==> config.mk <==
export PLATFORM = sky130hd
export DESIGN_NAME = jt51_timer_regs
export DESIGN_NICKNAME = d
export VERILOG_FILES = /design/src/rtl/jt51_timer_pkg.sv /design/src/rtl/jt51_busy_cnt.sv /design/src/rtl/jt51_timer_regs.sv
export SDC_FILE = /design/constraint.sdc
export NUM_CORES = 1
export LEC_CHECK = 0
export ABC_AREA = 1
export ABC_CLOCK_PERIOD_IN_PS = 5200
export BUFFER_PORTS_ARGS = -buffer_cell sky130_fd_sc_hd__buf_2
export CORE_ASPECT_RATIO = 0.5
export CORE_MARGIN = 4
export CORE_UTILIZATION = 45
export DETAILED_ROUTE_END_ITERATION = 10
export PLACE_DENSITY = 0.77
export SYNTH_ARGS = -nofsm -noshare
export SYNTH_HDL_FRONTEND = slang
export SYNTH_HIERARCHICAL = 1
export SYNTH_SLANG_ARGS = --single-unit
==> constraint.sdc <==
create_clock -name clk -period 5.2 [get_ports clk]
set_input_delay 0.26 -clock clk [delete_from_list [all_inputs] [get_ports clk]]
set_output_delay 0.26 -clock clk [all_outputs]
set_load 0.01 [all_outputs]
==> src/rtl/jt51_timer_pkg.sv <==
// Shared constants for the jt51 timer register front end:
// register addresses and the bit positions inside the timer control register.
package jt51_timer_pkg;

  // Register addresses
  localparam logic [7:0] REG_CLKA1 = 8'h10;
  localparam logic [7:0] REG_CLKA2 = 8'h11;
  localparam logic [7:0] REG_CLKB  = 8'h12;
  localparam logic [7:0] REG_TCTRL = 8'h14;

  // Bit indices inside REG_TCTRL
  localparam int unsigned CSM     = 7;
  localparam int unsigned RST_B   = 5;
  localparam int unsigned RST_A   = 4;
  localparam int unsigned IRQEN_B = 3;
  localparam int unsigned IRQEN_A = 2;
  localparam int unsigned LOAD_B  = 1;
  localparam int unsigned LOAD_A  = 0;

endpackage

==> src/rtl/jt51_busy_cnt.sv <==
// Write busy counter: loads BUSY_CEN on start, counts down once per cen.
// Ports: clk, rst_n (sync, active low), cen (count enable), start (load),
//        busy (count != 0).
module jt51_busy_cnt #(
  parameter int unsigned BUSY_CEN = 64,
  parameter int unsigned BUSY_W   = 7
) (
  input  logic clk,
  input  logic rst_n,
  input  logic cen,
  input  logic start,
  output logic busy
);

  logic [BUSY_W-1:0] cnt_q;
  logic [BUSY_W-1:0] cnt_d;

  // Start wins over a coincident cen, so the full window is always counted
  always_comb begin
    cnt_d = cnt_q;
    if (start) begin
      cnt_d = BUSY_W'(BUSY_CEN);
    end else if (cen && (cnt_q != '0)) begin
      cnt_d = cnt_q - BUSY_W'(1);
    end
  end

  always_ff @(posedge clk) begin
    if (!rst_n) begin
      cnt_q <= '0;
    end else begin
      cnt_q <= cnt_d;
    end
  end

  assign busy = (cnt_q != '0);

endmodule

==> src/rtl/jt51_timer_regs.sv <==
// CPU-side register front end for the jt51 timer pair.
// Decodes the two-phase bus (a0=0 address, a0=1 data), holds registers
// 0x10/0x11/0x12/0x14 and drives the timer block controls.
// Ports: bus (cs_n, wr_n, a0, din), status byte dout, timer inputs
//        (flag_A/B, overflow_A, cen, zero), timer controls (value_A/B,
//        load_A/B, enable_irq_A/B, clr_flag_A/B), csm, csm_kon, busy.
module jt51_timer_regs #(
  parameter int unsigned BUSY_CEN = 64,
  parameter int unsigned BUSY_W   = 7
) (
  input  logic       clk,
  input  logic       rst_n,
  input  logic       cen,
  input  logic       zero,
  input  logic       cs_n,
  input  logic       wr_n,
  input  logic       a0,
  input  logic [7:0] din,
  output logic [7:0] dout,
  input  logic       flag_A,
  input  logic       flag_B,
  input  logic       overflow_A,
  output logic [9:0] value_A,
  output logic [7:0] value_B,
  output logic       load_A,
  output logic       load_B,
  output logic       enable_irq_A,
  output logic       enable_irq_B,
  output logic       clr_flag_A,
  output logic       clr_flag_B,
  output logic       csm,
  output logic       csm_kon,
  output logic       busy
);

  import jt51_timer_pkg::*;

  logic       wr_stb_q;
  logic [7:0] addr_q,    addr_d;
  logic [9:0] value_a_q, value_a_d;
  logic [7:0] value_b_q, value_b_d;
  logic       load_a_q,  load_a_d;
  logic       load_b_q,  load_b_d;
  logic       irq_a_q,   irq_a_d;
  logic       irq_b_q,   irq_b_d;
  logic       clr_a_q,   clr_a_d;
  logic       clr_b_q,   clr_b_d;
  logic       csm_q,     csm_d;
  logic       kon_q,     kon_d;
  logic [7:0] dout_q,    dout_d;
  logic       wr_stb;
  logic       wr_det;
  logic       data_we;

  // Busy is a level from the counter; a data write is only accepted while idle
  jt51_busy_cnt #(
    .BUSY_CEN (BUSY_CEN),
    .BUSY_W   (BUSY_W)
  ) u_busy (
    .clk   (clk),
    .rst_n (rst_n),
    .cen   (cen),
    .start (data_we),
    .busy  (busy)
  );

  // Strobe edge detect: a held strobe is a single write
  always_comb begin
    wr_stb  = ~cs_n & ~wr_n;
    wr_det  = wr_stb & ~wr_stb_q;
    data_we = wr_det & a0 & ~busy;
  end

  // Next-state decode of the register file
  always_comb begin
    addr_d    = addr_q;
    value_a_d = value_a_q;
    value_b_d = value_b_q;
    load_a_d  = load_a_q;
    load_b_d  = load_b_q;
    irq_a_d   = irq_a_q;
    irq_b_d   = irq_b_q;
    csm_d     = csm_q;
    clr_a_d   = 1'b0;
    clr_b_d   = 1'b0;
    dout_d    = {busy, 5'b0, flag_B, flag_A};
    kon_d     = csm_q & overflow_A & cen & zero;

    if (wr_det && !a0) begin
      addr_d = din;
    end

    if (data_we) begin
      case (addr_q)
        REG_CLKA1: value_a_d[9:2] = din;
        REG_CLKA2: value_a_d[1:0] = din[1:0];
        REG_CLKB:  value_b_d      = din;
        REG_TCTRL: begin
          csm_d    = din[CSM];
          irq_b_d  = din[IRQEN_B];
          irq_a_d  = din[IRQEN_A];
          load_b_d = din[LOAD_B];
          load_a_d = din[LOAD_A];
          clr_b_d  = din[RST_B];
          clr_a_d  = din[RST_A];
        end
        default: ;
      endcase
    end
  end

  always_ff @(posedge clk) begin
    if (!rst_n) begin
      wr_stb_q  <= 1'b0;
      addr_q    <= '0;
      value_a_q <= '0;
      value_b_q <= '0;
      load_a_q  <= 1'b0;
      load_b_q  <= 1'b0;
      irq_a_q   <= 1'b0;
      irq_b_q   <= 1'b0;
      clr_a_q   <= 1'b0;
      clr_b_q   <= 1'b0;
      csm_q     <= 1'b0;
      kon_q     <= 1'b0;
      dout_q    <= '0;
    end else begin
      wr_stb_q  <= wr_stb;
      addr_q    <= addr_d;
      value_a_q <= value_a_d;
      value_b_q <= value_b_d;
      load_a_q  <= load_a_d;
      load_b_q  <= load_b_d;
      irq_a_q   <= irq_a_d;
      irq_b_q   <= irq_b_d;
      clr_a_q   <= clr_a_d;
      clr_b_q   <= clr_b_d;
      csm_q     <= csm_d;
      kon_q     <= kon_d;
      dout_q    <= dout_d;
    end
  end

  assign value_A      = value_a_q;
  assign value_B      = value_b_q;
  assign load_A       = load_a_q;
  assign load_B       = load_b_q;
  assign enable_irq_A = irq_a_q;
  assign enable_irq_B = irq_b_q;
  assign clr_flag_A   = clr_a_q;
  assign clr_flag_B   = clr_b_q;
  assign csm          = csm_q;
  assign csm_kon      = kon_q;
  assign dout         = dout_q;

endmodule

* Yosys cells after proc, flatten, opt, wreduce, memory -nomap -nowiden
Cells that the tools add are included.
** Operators by class
- Reduce and logical (&&, ||, !) cells :: 11
- Add/sub/neg operators :: 1
- Muxes and demuxes :: 2
- Bitwise gates (word level) :: 12
- Eq/ne operators :: 4
** Operators with widths (count)
- 8-bit by 5-bit == test with 1-bit output, second input constant :: 4
- 7-bit 2-to-1 mux :: 2
- 2-bit AND reduction :: 4
- 1-bit bitwise AND :: 7
- 7-bit nonzero test :: 1
- 7-bit by 1-bit subtractor with 7-bit output, second input constant :: 1
- 1-bit NOT :: 5
- 3-bit AND reduction :: 1
- 1-bit logical AND :: 2
- 2-bit nonzero test :: 1
- 2-bit OR reduction :: 1
- 1-bit zero test :: 1
** Word-level totals
- Register bits :: 50
- Output and inout bits :: 35
- Bits of input ports :: 18
- Word-level logic and storage cells :: 47

* Longest topological paths before layout
Gate-level depths: netlist of run 1.
- Depth in word-level cells :: 6
- Mapped depth :: 14
- Gate-level depth less buffers :: 13

* Hierarchy
The synthesis of run 1 kept the hierarchy.
** Modules (own cells, without submodules)
- jt51_timer_regs :: area each 1761.7 µm², times used 1, cells an instance 231
- jt51_busy_cnt :: area each 426.7 µm², times used 1, cells an instance 61

* Worst setup path before layout of run 1
No wires, ideal clock.
- Kind :: register to register
- Start :: reg u_busy.cnt_q[0]
- End :: reg u_busy.cnt_q[2]
- Clock period less this slack :: 1.798 ns
- Stages on the path, launching flop included :: 15
- Data required time :: 5.081 ns
- Path slack :: 3.402 ns
- Data arrival time :: 1.679 ns
- Cell sequence :: dfxtp_1 > inv_1 > ha_1 > inv_1 > nor2_1 > nand3_4 > inv_1 > nand2_2 > nor2_8 > buf_12 > inv_1 > nand2_1 > inv_1 > o21ai_1 > nor2_1
** Between the ends
- Cells in the longest elaborated chain, start to end :: 4
** Ends and longest elaborated chain
- start, declared :: RTL line jt51_busy_cnt.sv:15 : logic [BUSY_W-1:0] cnt_q;
- start signal, assigned :: RTL line jt51_busy_cnt.sv:32 : cnt_q <= cnt_d;
- 7-bit nonzero test :: RTL line jt51_busy_cnt.sv:36 : assign busy = (cnt_q != '0);
- via busy :: RTL line jt51_timer_regs.sv:33 : output logic busy
- 1-bit NOT :: RTL line jt51_timer_regs.sv:71 : data_we = wr_det & a0 & ~busy;
- 1-bit bitwise AND :: RTL line jt51_timer_regs.sv:71
- via data_we :: RTL line jt51_timer_regs.sv:53 : logic data_we;
- 2-bit OR reduction (no line)
The timed path passes the listed nets, and every way through them passes these cells.
A chain may end at the register's enable or synchronous reset.

* Final worst setup path of run 1
- Start :: reg u_busy.cnt_q[0]
- End :: reg u_busy.cnt_q[1]
** Between the ends
- Cells in the longest elaborated chain, start to end :: 4
** Ends and longest elaborated chain
- parallel branches: the longest is 4 deep, another holds 7-bit by 1-bit subtractor with 7-bit output
Parallel ways; which one is timed is not known.

==> results of run 1 <==
-- where the power goes --
| part | switching (mW) | total, mW | leakage, nW | internal [mW] |
|---|---|---|---|---|
| sequential | 0.0212 | 0.391 | 0.366 | 0.369 |
| clock | 0.117 | 0.211 | 0.0450 | 0.0933 |
| combinational | 0.163 | 0.246 | 0.808 | 0.0838 |
| total | 0.301 | 0.848 | 1.22 | 0.546 |
-- worst max-delay path by stage --
stage	from	to	slack, ns	cells after the start
floorplan	u_busy/cnt_q[0]$_SDFFE_PP0P_	u_busy/cnt_q[2]$_SDFFE_PP0P_	3.40	14
global placement	u_busy/cnt_q[0]$_SDFFE_PP0P_	u_busy/cnt_q[1]$_SDFFE_PP0P_	3.21	13
detailed placement	u_busy/cnt_q[0]$_SDFFE_PP0P_	u_busy/cnt_q[1]$_SDFFE_PP0P_	3.10	13
CTS	u_busy/cnt_q[0]$_SDFFE_PP0P_	u_busy/cnt_q[1]$_SDFFE_PP0P_	3.08	13
global route	u_busy/cnt_q[0]$_SDFFE_PP0P_	u_busy/cnt_q[1]$_SDFFE_PP0P_	2.82	13
finish	u_busy/cnt_q[0]$_SDFFE_PP0P_	u_busy/cnt_q[1]$_SDFFE_PP0P_	3.06	13
-- registers in the layout, summed over array words and instances (netlist names) --
| register | count |
|---|---|
| addr_q | 8 |
| clr_flag_A | 1 |
| clr_flag_B | 1 |
| csm | 1 |
| csm_kon | 1 |
| dout | 3 |
| enable_irq_A | 1 |
| enable_irq_B | 1 |
| load_A | 1 |
| load_B | 1 |
| u_busy/cnt_q | 7 |
| value_A | 10 |
| value_B | 8 |
| wr_stb_q | 1 |
-- layout make-up --
cell class | count | area [um2]
repair buffers | 47 | 235
clock inverters | 2 | 10.0
multi-input cells | 202 | 1050
inverters | 35 | 131
flip-flops and latches | 45 | 901
clock buffers | 6 | 72.6
fillers | 451 | 2070
well taps | 66 | 82.6
-- synth_stat cells, drive strengths merged (2+ instances only) --
cell / number
nand4: 3
inv: 35
nor3: 3
nand2: 58
a21oi: 18
o21ai: 10
buf: 13
nand3: 28
nor2: 70
dfxtp: 45
ha: 2
-- worst max-delay path, cell delays in order (launching register included) --
cell and delay (ns):
dfxtp_1 0.35, inv_1 0.10, ha_1 0.15, inv_1 0.03
nor2_1 0.17, nand3_4 0.14, inv_1 0.15, nand2_2 0.10
nor2_8 0.38, inv_1 0.12, nand2_1 0.10, inv_1 0.10
o21ai_1 0.09, a21oi_1 0.05
-- cell families after synthesis --
group / count (synthesis) / share of synthesized area [%]
other cells: 1 / 0.171
flops: 45 / 41.2
fa+ha+maj: 2 / 1.14
simple gates: 165 / 38.7
xor+xnor: 1 / 0.400
buf+inv: 49 / 11.7
compound gates: 29 / 6.75
-- layer usage --
layer	up-vias	global-route usage, %
met5	-	0
met4	0	7.47
met3	11	4.63
met2	73	29.3
met1	881	20.9
li1	984	-
-- through the flow --
stage	hold WS, ns	setup slack, ns	std cells	util [%]	instance area [um2]
6_report	0.138	3.06	403	54.5	2480
5_1_grt	0.145	2.82	403	54.5	2480
4_1_cts	0.134	3.08	403	54.5	2480
3_5_place_dp	0.448	3.10	395	52.7	2400
3_3_place_gp	0.441	3.21	395	52.7	2400
2_1_floorplan	0.337	3.40	296	-	2200
==> run metrics, run 1 <==
vias per cell=4.84; area leader, netlist=dfxtp_1; Final Max Slew Viols=0; Hold WC Path Type=in2reg; hold endpoint=dout[0]$_SDFF_PN0_; Die ar.=6110 um2; Clock transition at path regs=0.08 ns; Power, Total=0.848 mW; CTS Buf Count=5; Pleak=1.22 nW; area grow syn2layout=13.3%; unrepaired setup endpoints after global routing=no; Worst EP required=5.39 ns; global-route wire length before repair=8490 um; fin crit period=2.14 ns; reg-to-reg endpoint=u_busy/cnt_q[1]$_SDFFE_PP0P_; Setup crit start kind=flip-flop; initial core utilization=48.1%; # IOs=53; drt initial violations=117; critical path peak fanout=33; grt total ovfl=0; final wirelength=4900 um; layout cells sized above 1=24.6%; antenna fix cells=0; postcts setup bufs=0; post-synthesis sequential area ratio=41.2%; Worst Clk Skew=0.00396 ns; CP Capture Type=flip-flop; Ys Warns=6; Slew @ Worst Pin=0.617 ns; top cell type's share of synthesized area=41.2%; status=complete, no violations; routed length on met1=2130 um; Synth Flop Type=dfxtp_1; CTS tree=yes; r2r setup slk=3.06 ns; core area=4550 um2; met2 wire len=2340 um; Post-synth EDFFs=0; post-synthesis instance total=292; Total GRT Usage=17.3%; Detail Route Antenna Nets=0; Top Layer Used=met4; R2R cell count=13; hpwl dp=3670 um; Setup CP Type=reg2reg; peak supply drop=178 uV; post-CTS sizing=0; max_cap viols=0; CP arrival=2.33 ns; relative slew slack=58.9%; Post-layout nets=356; DRC errors left=0; first-pass detailed-route iteration total=5; final period utilization=41.1%; vias post-DR=1,949; post-DR wirelength/cell=12.2 um; syn avg cell area=7.49 um2; final hold viol count=0; vias in the first global route=1,838; Max Root-Sink Buffers=2; Area contributors post-synth=dfxtp_1 41%, nor2_1 9.4%, nand2_1 8.9%, nand3_1 6.2%, inv_1 5.5%; Hold Buf Count CTS=0; distinct cell type count after synthesis=31; FFs w/ async S/R, synth=0%; Clock Latency Late Sink=0.30 ns; port bufs=47; die height=57.3 um; Hold Crit Start=flag_A; largest net degree at the start of global routing=38; CTS Sinks=45; flops & latches, synth=45; Die Wd=107 um; met3 WL post-DR=334 um; hold path depth=3; post-synthesis cell area=2190 um2; commonest non-fill, non-tap cell in the layout=nor2_1; final setup TNS=0 ns; Finish-stage setup viols=0; H-tree depth=2; initial antenna violation count=0; pwr dens=342 nW/um2; most frequent cells in the layout=55 x nor2_1, 52 x nand2_1, 47 x buf_2, 45 x dfxtp_1, 32 x inv_1; FMAX=468 MHz; CTS root buf=clkbuf_8; routability cong.=0.894; r2r startpoint=u_busy/cnt_q[0]$_SDFFE_PP0P_; Rows=17
Power figures use the tool's default switching activity.
==> run 2, diff against run 1 <==
ABC_CLOCK_PERIOD_IN_PS = 2000   (was 5200)
clock period = 2 ns   (was 5.2 ns; I/O delays follow)
==> run metrics, run 2 (same netlist as run 1, synthesis figures left out) <==
status=complete, no violations; final wirelength=4670 um (-4.6%); Total GRT Usage=16.2% (-1.1 points); CTS Sinks=45 (unchanged); Hold Buf Count CTS=2 (+2); placed cell count=397 (+0.51%); Clock transition at path regs=0.08 ns (about the same); peak supply drop=447 uV (+150%); final hold viol count=0 (unchanged); pwr dens=869 nW/um2 (+150%); Final Instance Count excl. Fillers=406 (+0.74%); most frequent cells in the layout=55 x nor2_1, 52 x nand2_1, 47 x buf_2, 45 x dfxtp_1, 32 x inv_1; register share of total power=46.2% (about the same); Clock power frac=25.1% (+0.2 points); CP arrival=1.99 ns (-0.34 ns); first-pass detailed-route iteration total=4 (-1); hpwl dp=3680 um (+0.41%); H-tree depth=2 (unchanged); max_cap viols=0 (unchanged); routability cong.=0.883 (-1.2%); port bufs=47 (unchanged); DRC errors left=0 (unchanged); Die Wd=107 um (unchanged); largest net degree at the start of global routing=33 (-13%); initial antenna violation count=0 (unchanged); Max Root-Sink Buffers=2 (unchanged); register area=901 um2 (unchanged); # IOs=53 (unchanged); footprint of the multi-input gates=1050 um2 (unchanged); antenna fix cells=0 (unchanged); core area=4550 um2 (unchanged); unrepaired setup endpoints after global routing=no; CTS root buf=clkbuf_8; initial core utilization=48.1% (unchanged); Rows=17 (unchanged); grt total ovfl=0 (unchanged); Switch Pwr=0.737 mW (+140%); Sw Share=33.5% (-2.0 points); die height=57.3 um (unchanged); Power Internal=1.46 mW (+170%); post-CTS sizing=0 (unchanged); commonest non-fill, non-tap cell in the layout=nor2_1; Worst Clk Skew=0.00550 ns (+0.00153 ns); dpl cell area=2420 um2 (+1.1%); Finish-stage setup viols=0 (unchanged); FMAX=553 MHz (+18%); Post-layout nets=360 (+1.1%); Pleak=1.24 nW (+1.7%); vias post-DR=1,896 (-2.7%); area grow syn2layout=15.7%; global-route wire length before repair=7980 um (-6.0%); post-DR wirelength/cell=11.5 um (-5.3%); Die ar.=6110 um2 (unchanged); Clock Latency Late Sink=0.29 ns (about the same); fin crit period=1.81 ns (-0.329 ns); Setup crit start kind=flip-flop; postcts setup bufs=0 (unchanged); CTS tree=yes; layout cells sized above 1=24.7% (+0.077 points); power share of the combinational group=28.7% (-0.4 points); CTS Buf Count=5 (unchanged); final period utilization=90.4% (+49 points); Setup CP Type=reg2reg; Hold WC Path Type=in2reg; Detail Route Antenna Nets=0 (unchanged); # fillers=453 (+0.44%); critical path peak fanout=32 (-3.0%); Finished Cell Area=2530 um2 (+2.1%); Final Max Slew Viols=0 (unchanged); max FFs per register=10 (unchanged); CP Capture Type=flip-flop; Worst EP required=2.18 ns (-3.21 ns); vias in the first global route=1,841 (+0.16%); drt initial violations=109 (-6.8%); vias per cell=4.67 (-3.4%); final setup TNS=0 ns (unchanged)
-- run 2: cell count changes in the layout (fill, tap and decap cells not counted) --
cell           before  now
buf_12              0    1
dlygate4sd3_1       0    2
buf_4               0    1
clkbuf_8            5    6
clkinv_2            2    0
-- run 2: power groups by stage --
| stage | clock network, mW | logic [mW] | registers [mW] |
|---|---|---|---|
| CTS | 0.568 | 0.639 | 1.02 |
| finish | 0.551 | 0.633 | 1.02 |
| global placement | 0 | 0.615 | 1.03 |
| detailed placement | 0 | 0.634 | 1.04 |
| floorplan | 0 | 0.520 | 1.03 |
| global route | 0.606 | 0.722 | 1.02 |
-- run 2: cell type report --
class                           count  area share (%)
Inverter                           35            5.19
Clock buffer                        7            3.41
Tap cell                           66            3.26
Sequential cell                    45            35.6
Timing Repair Buffer               51            11.2
Multi-Input combinational cell    202            41.4
-- run 2: stage by stage --
stage	hold slack [ns]	utilization, %	worst slack (ns)	power (mW)
after CTS	0.0166	55.6	0.177	2.22
after global routing	0.0244	55.6	0.0272	2.35
after detailed placement	0.287	53.3	0.192	1.67
after floorplan	0.177	-	0.202	1.55
final	0.0260	55.6	0.192	2.20
after global placement	0.281	53.3	0.256	1.65
-- run 2: critical path: stages (launching register included) --
cell	delay (ns)
dfxtp_1	0.35
inv_1	0.10
ha_1	0.15
inv_1	0.04
nor2_1	0.16
nand3_4	0.13
inv_1	0.14
nand2_2	0.10
nor2_8	0.13
buf_12	0.18
nand3_1	0.10
nand2_1	0.07
nor2_1	0.04
-- run 2: path summary, 6_finish.rpt --
kind | startpoint | end | slack (ns) | cells past startpoint
setup reg to reg | u_busy/cnt_q[0]$_SDFFE_PP0P_ | value_A[2]$_SDFFE_PN0P_ | 0.19 | 12
setup / recovery | u_busy/cnt_q[0]$_SDFFE_PP0P_ | value_A[2]$_SDFFE_PN0P_ | 0.19 | 12
hold / removal | wr_n | wr_stb_q$_SDFF_PN0_ | 0.03 | 2
hold reg to reg | addr_q[6]$_SDFFE_PN0P_ | addr_q[6]$_SDFFE_PN0P_ | 0.47 | 2
-- run 2: layer usage --
layer | vias to the layer above | wire length [um] | track usage (%)
met5 | - | 0 | 0
met4 | 0 | 42 | 5.46
met3 | 5 | 342 | 5.20
met2 | 48 | 2240 | 27.9
met1 | 852 | 2050 | 19.4
li1 | 991 | - | -
==> run 3, diff against run 2 <==
CORE_MARGIN = 2   (was 4)
==> run metrics, run 3 (same netlist as run 1, synthesis figures left out) <==
max FFs per register=10 (unchanged); status=complete, no violations; Pleak=1.25 nW (+0.78%); layout cells sized above 1=25.0% (+0.29 points); cell-by-cell trace of the critical path=inv_1 > ha_1 > inv_1 > nor2_1 > nand3_4 > inv_1 > nand2_2 > nor2_8 > buf_12 > nand3_1 > nand2_1 > nor2_1; CTS root buf=clkbuf_8; # IOs=53 (unchanged); initial core utilization=48.3% (+0.23 points); critical path peak fanout=32 (unchanged); commonest non-fill, non-tap cell in the layout=nor2_1; final wirelength=4640 um (-0.73%); area grow syn2layout=16.5%; Die ar.=5470 um2 (-10%); vias post-DR=1,901 (+0.26%); Die Wd=103 um (-3.8%); post-DR wirelength/cell=11.4 um (-0.73%); peak supply drop=495 uV (+11%); hpwl dp=3430 um (-6.9%); fin crit period=1.83 ns (+0.0198 ns); vias per cell=4.68 (+0.26%); pwr dens=908 nW/um2 (+4.5%); Final Instance Count excl. Fillers=406 (unchanged); Clock Latency Late Sink=0.30 ns (about the same); CP Capture Type=flip-flop; global-route wire length before repair=7520 um (-5.7%); unrepaired setup endpoints after global routing=no; routability cong.=0.820 (-7.2%); DRC errors left=0 (unchanged); dpl cell area=2420 um2 (unchanged); CTS tree=yes; hold_ws=0.0180 ns (-0.00796 ns); grt total ovfl=0 (unchanged); most frequent cells in the layout=55 x nor2_1, 52 x nand2_1, 47 x buf_2, 45 x dfxtp_1, 32 x inv_1; port bufs=47 (unchanged); Rows=17 (unchanged); Crit path top cell by count=inv_1; final setup TNS=0 ns (unchanged); postcts setup bufs=0 (unchanged); FMAX=547 MHz (-1.1%); Hold WC Path Type=in2reg; CTS Sinks=45 (unchanged); slowest CP cell=dfxtp_1; die height=53.3 um (-7.0%); vias in the first global route=1,694 (-8.0%); max_cap viols=0 (unchanged); CTS Buf Count=5 (unchanged); Worst Clk Skew=0.00656 ns (+0.00106 ns); Setup CP Type=reg2reg; final period utilization=91.4% (+0.99 points); initial antenna violation count=0 (unchanged); Post-layout nets=360 (unchanged); drt initial violations=99 (-9.2%); Worst EP required=2.19 ns (about the same); final hold viol count=0 (unchanged); CP arrival=2.02 ns (+0.03 ns); placed cell count=397 (unchanged); core area=4530 um2 (-0.47%); Max Root-Sink Buffers=2 (unchanged); Clock transition at path regs=0.08 ns (about the same); H-tree depth=2 (unchanged); Layout Utilization=56.3% (+0.65 points); Finish-stage setup viols=0 (unchanged); Largest stage delay, worst path=0.34 ns (about the same); Finished Cell Area=2550 um2 (+0.69%); Detail Route Antenna Nets=0 (unchanged); Final Max Slew Viols=0 (unchanged); antenna fix cells=0 (unchanged); Total GRT Usage=18.4% (+2.2 points); Setup crit start kind=flip-flop; largest net degree at the start of global routing=33 (unchanged); first-pass detailed-route iteration total=6 (+2)
## run 3: cell types whose count changed in the layout (fill, tap and decap cells not counted)
cell / change
clkinv_2: +1
bufinv_16: +1
clkbuf_1: -1
clkbuf_8: -1
## run 3: repair_timing
action | 4_1_cts | 5_1_grt
hold buffers | 2 | 0
hold endpoints to repair | 2 | 0
gates resized for setup | 0 | 0
endpoints found under the setup margin | 0 | 0
## run 3: critical path, delay by kind of cell (launching register included)
kind,cells,cell delay [ns]
fa+ha+maj,1,0.15
buf+inv,4,0.46
flops,1,0.34
simple gates,7,0.77
## run 3: stage by stage
step	setup WS, ns	power [mW]
final	0.172	2.31
after global routing	0.00887	2.46
after CTS	0.150	2.33
after detailed placement	0.162	1.67
after global placement	0.250	1.65
after floorplan	0.202	1.55
## run 3: final timing paths
check	to	start	slack [ns]	cells after the start
worst max register to register	csm$_SDFFE_PN0P_	u_busy/cnt_q[0]$_SDFFE_PP0P_	0.17	12
worst min-delay path	wr_stb_q$_SDFF_PN0_	cs_n	0.02	2
worst min register to register	addr_q[6]$_SDFFE_PN0P_	addr_q[6]$_SDFFE_PN0P_	0.48	2
worst max-delay path	csm$_SDFFE_PN0P_	u_busy/cnt_q[0]$_SDFFE_PP0P_	0.17	12
## run 3: cell type report
class	count	area, um2
repair buffers	51	283
multi-input cells	202	1050
fillers	438	1980
clock buffers	5	68.8
flip-flops and latches	45	901
inverters	35	131
well taps	66	82.6
clock inverters	2	35.0
## run 3: where the power goes
group / switching (mW) / leakage [nW] / internal (mW)
clock network: 0.301 / 0.0540 / 0.363
registers: 0.0520 / 0.366 / 0.960
logic: 0.409 / 0.829 / 0.229
## run 3: routing by layer
layer,global-route usage (%),share of wire [%],vias to the layer above
li1,-,-,994
met1,21.2,46,867
met2,32.7,49,33
met3,5.42,4.1,7
met4,7.33,1.3,0
met5,0,0,-
